File: config.mk
export PLATFORM = sky130hd
export DESIGN_NAME = exc_commit_ctrl
export DESIGN_NICKNAME = d
export VERILOG_FILES = /design/src/rtl/exc_commit_ctrl.sv
export SDC_FILE = /design/constraint.sdc
export NUM_CORES = 1
export LEC_CHECK = 0
export ABC_AREA = 1
export BUFFER_PORTS_ARGS = -buffer_cell sky130_fd_sc_hd__buf_2
export CAP_MARGIN = 20
export CORE_MARGIN = 2
export CORE_UTILIZATION = 30
export DETAILED_ROUTE_END_ITERATION = 10
export PLACE_DENSITY_LB_ADDON = 0.1
export SETUP_SLACK_MARGIN = 0.02
export SLEW_MARGIN = 10
export SYNTH_ARGS = -nofsm -noshare
export SYNTH_HDL_FRONTEND = slang
export SYNTH_SLANG_ARGS = --single-unit
File: constraint.sdc
create_clock -name clk -period 4.3 [get_ports clk]
set_clock_uncertainty 0.2 [all_clocks]
set_input_delay 0.645 -clock clk [delete_from_list [all_inputs] [get_ports clk]]
set_output_delay 0.645 -clock clk [all_outputs]
set_load 0.03 [all_outputs]
File: src/rtl/exc_commit_ctrl.sv
// exc_commit_ctrl: WB-stage exception/ERTN commit sequencer with flush and fetch redirect
module exc_commit_ctrl #(
  parameter int ECNT_W = 16
) (
  input  logic              clk,
  input  logic              resetn,
  input  logic              wb_valid,
  output logic              wb_ready,
  input  logic [31:0]       wb_pc,
  input  logic [31:0]       wb_vaddr,
  input  logic [5:0]        wb_exc,
  input  logic              wb_is_ertn,
  input  logic              csr_has_int,
  input  logic [31:0]       csr_ex_entry,
  input  logic [31:0]       csr_era,
  output logic              csr_wb_ex,
  output logic              csr_ertn_flush,
  output logic [31:0]       csr_wb_pc,
  output logic [31:0]       csr_wb_vaddr,
  output logic [5:0]        csr_wb_ecode,
  output logic [8:0]        csr_wb_esubcode,
  output logic              wb_commit,
  output logic              flush,
  output logic              redirect_valid,
  output logic [31:0]       redirect_pc,
  input  logic              redirect_ready,
  output logic [ECNT_W-1:0] exc_cnt
);
  typedef enum logic {IDLE, REDIR} state_t;
  state_t state, state_nx;
  logic idle, v, ex_take, ertn_take, adem_only;
  logic [5:0] ecode;
  // Event decode, fixed-priority ecode selection, strobes and next state
  always_comb begin
    idle = state == IDLE;
    v = idle & wb_valid & resetn;
    ex_take = v & (csr_has_int | (|wb_exc));
    ertn_take = v & wb_is_ertn & ~ex_take;
    ecode = csr_has_int ? 6'h00 :
            wb_exc[0]   ? 6'h08 :
            wb_exc[1]   ? 6'h0D :
            wb_exc[2]   ? 6'h0B :
            wb_exc[3]   ? 6'h0C :
            wb_exc[4]   ? 6'h09 : 6'h08;
    adem_only = ~csr_has_int & ~(|wb_exc[4:0]) & wb_exc[5];
    wb_ready = idle;
    csr_wb_ex = ex_take;
    csr_ertn_flush = ertn_take;
    csr_wb_pc = ex_take ? wb_pc : 32'h0;
    csr_wb_vaddr = ex_take ? wb_vaddr : 32'h0;
    csr_wb_ecode = ex_take ? ecode : 6'h0;
    csr_wb_esubcode = {8'h0, ex_take & adem_only};
    wb_commit = v & ~ex_take & ~ertn_take;
    redirect_valid = resetn & ~idle;
    flush = ex_take | ertn_take | redirect_valid;
    state_nx = idle ? ((ex_take | ertn_take) ? REDIR : IDLE) : (redirect_ready ? IDLE : REDIR);
  end
  // State, latched redirect target and saturating exception counter
  always_ff @(posedge clk or negedge resetn) begin
    if (!resetn) begin
      state <= IDLE;
      redirect_pc <= 32'h0;
      exc_cnt <= '0;
    end else begin
      state <= state_nx;
      if (ex_take) begin
        redirect_pc <= csr_ex_entry;
        if (~&exc_cnt) exc_cnt <= exc_cnt + ECNT_W'(1);
      end else if (ertn_take) redirect_pc <= csr_era;
    end
  end
endmodule

==> run metrics <==
Hold Path Sink=redirect_pc[23]; HP Class=flip-flop to flip-flop; DIE AREA=around 0.013 sq mm; CP max FO=101; DR WL/cell=12.0 um; via count=4,289; Avg Cell Area, Syn=5.95 sq um; num ports=273; synth top area cells=dfrtp_1, nand2_1, inv_1, nor2_1, nand3_1; H-tree Lvls=2; Clock Sinks=49; cell taking the most area after synthesis=dfrtp_1; DRC Markers=0; share of cells above drive strength 1=33.4%; number of hold buffers added after cts=0; Die W=113 um; Fmax achieved=313 MHz; Final Core Density=between 40 and 50%; area share of the largest cell type after synthesis=34.1%; post-cts sizing count=0; Final Non-Filler Cells=approximately 990; Yosys cell types=25; Final Setup Violations=0; Site Rows=39; Total GRT Usage=17.6%; Leakage Power=3.42 nW; Routed Antenna Nets=0; Port-buffer cells=262; Cells after Synth=~600; die height=113 um; Ys Warns=0; crit end category=primary output; RSZ-0062 raised after global routing=no; crit path kind=input port to primary output; CTS buffer count=5; most frequent cell after synthesis=nand2_1; Max Cap Viol=0; endpoints failing hold=0; FFs w/ async S/R, synth=100%; fin nets=990; Final period util=74.3%; Post-synth EDFFs=0; Pwr Density=between 300 and 400 mW/mm^2; RD Place Congestion=roughly 1; initial core utilization=31.1%; Main synth FF type=dfrtp_1; setup bufs post-CTS=0; later-pin clock latency in the skew report=280 ps; FF-to-FF Start=state; number of global-route vias before repair=3,923; Antenna Diode Count=0; via/cell ratio=between 4 and 5; DP Cell Count=985; startpoint type of the worst setup path=input port; first-pass GRT wire length=18,500 um; FF-to-FF End=exc_cnt[10]; CTS max path bufs=2; Yosys reg bits=49; CTS tree=yes; Hold Slack=302 ps; Max Slew Vio Count=0; clk slew on worst S/H paths=60 ps; number of DRC markers in iteration 0=between 100 and 150; clk root buf=clkbuf_16; max_slew headroom=35.2%; Reg2Reg Setup Slack=1910 ps; synthesized cell area=approximately 0.0036 sq mm; Seq/Total Area, Yosys=between 30% and 40%; P&R area growth vs syn=41.2%; initial antenna violation count=0; Pre-antenna DRT Iters=4; core area=0.0116 sq mm; Setup TNS=0 ps; status=complete, no violations; Worst-Margin Slew=972 ps; commonest cells in the netlist=nand2_1, inv_1, nor2_1; grt ovf=0; min cycle time layout=3200 ps; Min-Delay Path Depth=2; hold_sp=redirect_pc[23]; Place WS=around 1100 ps; Final Worst Setup Slack=1100 ps; final wirelength=11,900 um; largest net degree at the start of global routing=102; Max VDD drop=between 0.2 and 0.25 mV; Worst EP required=3450 ps; WP data arrival=2350 ps; dpl hpwl=9320 um; r2r worst-path depth=7
## through the flow
step | area, sq um | power [W]
floorplan | 3630 | 0.00114
global placement | 4930 | 0.00139
detailed placement | 4930 | 0.00139
CTS | 5080 | 0.00180
global route | 5080 | 0.00189
finish | 5080 | 0.00177
## how the worst max path moves through the flow
stage                     startpoint               to  slack (ps)  depth (start not counted)
after global placement     wb_exc[1]    csr_wb_pc[10]        1150                          6
final                      wb_exc[1]    csr_wb_pc[10]        1100                          6
after floorplan            wb_exc[3]  csr_wb_ecode[1]        1620                          7
after CTS                  wb_exc[1]    csr_wb_pc[10]        1100                          6
after global routing       wb_exc[1]    csr_wb_pc[10]         960                          6
after detailed placement   wb_exc[1]    csr_wb_pc[10]        1100                          6
## kinds of logic (layout without fill, tap and decap cells)
kind of cell / after synthesis / in the layout / share of synthesized area (%)
flip-flops: 49 / 49 / 34.1
other: 1 / 10 / 0.104
adder cells (fa/ha/maj): 1 / 1 / 0.348
XOR/XNOR: 7 / 7 / 1.70
buffers and inverters: 183 / 420 / 21.3
AND/OR/NAND/NOR: 327 / 327 / 37.3
AO/OA/AOI/OAI: 36 / 36 / 5.15
## sequential cells by signal, summed over array words and instances (netlist names)
name / cells
exc_cnt: 16
redirect_pc: 32
state: 1
## where the power goes
| part | total [W] | leakage [nW] | internal, W | switching [W] |
|---|---|---|---|---|
| Combinational | 0.000744 | 2.74 | 0.000225 | 0.000519 |
| Sequential | 0.000633 | 0.607 | 0.000560 | 0.0000730 |
| Clock | 0.000390 | 0.0712 | 0.000217 | 0.000173 |
| Total | 0.00177 | 3.42 | 0.00100 | 0.000765 |
## per-layer routing
metal | global-route usage [%] | up-vias | share of wire (%)
li1 | - | 2212 | -
met1 | 20.7 | 1900 | 41
met2 | 32.4 | 155 | 50
met3 | 3.19 | 22 | 6.7
met4 | 5.69 | 0 | 2.6
met5 | 0 | - | 0
## cell type report
cell class,instances,area (sq um)
well taps,143,179
clock buffers,6,129
inverters,147,552
flip-flops and latches,49,1230
fillers,1270,6490
clock inverters,2,13.8
repair buffers,265,1330
multi-input cells,381,1640
## placed cells by master, fill, tap and decap left out, drive strengths merged
cell	n
o21ai	34
ha	1
dfrtp	49
xnor2	4
nor3	1
nor2	94
inv	148
nand3b	1
o211ai	2
clkbuf	6
nor4	1
nand2	180
nand4	6
xor2	3
buf	265
clkinv	1
nand3	44
conb	10
## critical path, cell delays in order
cell,delay [ps]
buf_2,120
nor2_1,180
nand4_1,210
nand2_4,760
nor2_1,150
buf_2,230
Power figures use the tool's default switching activity.
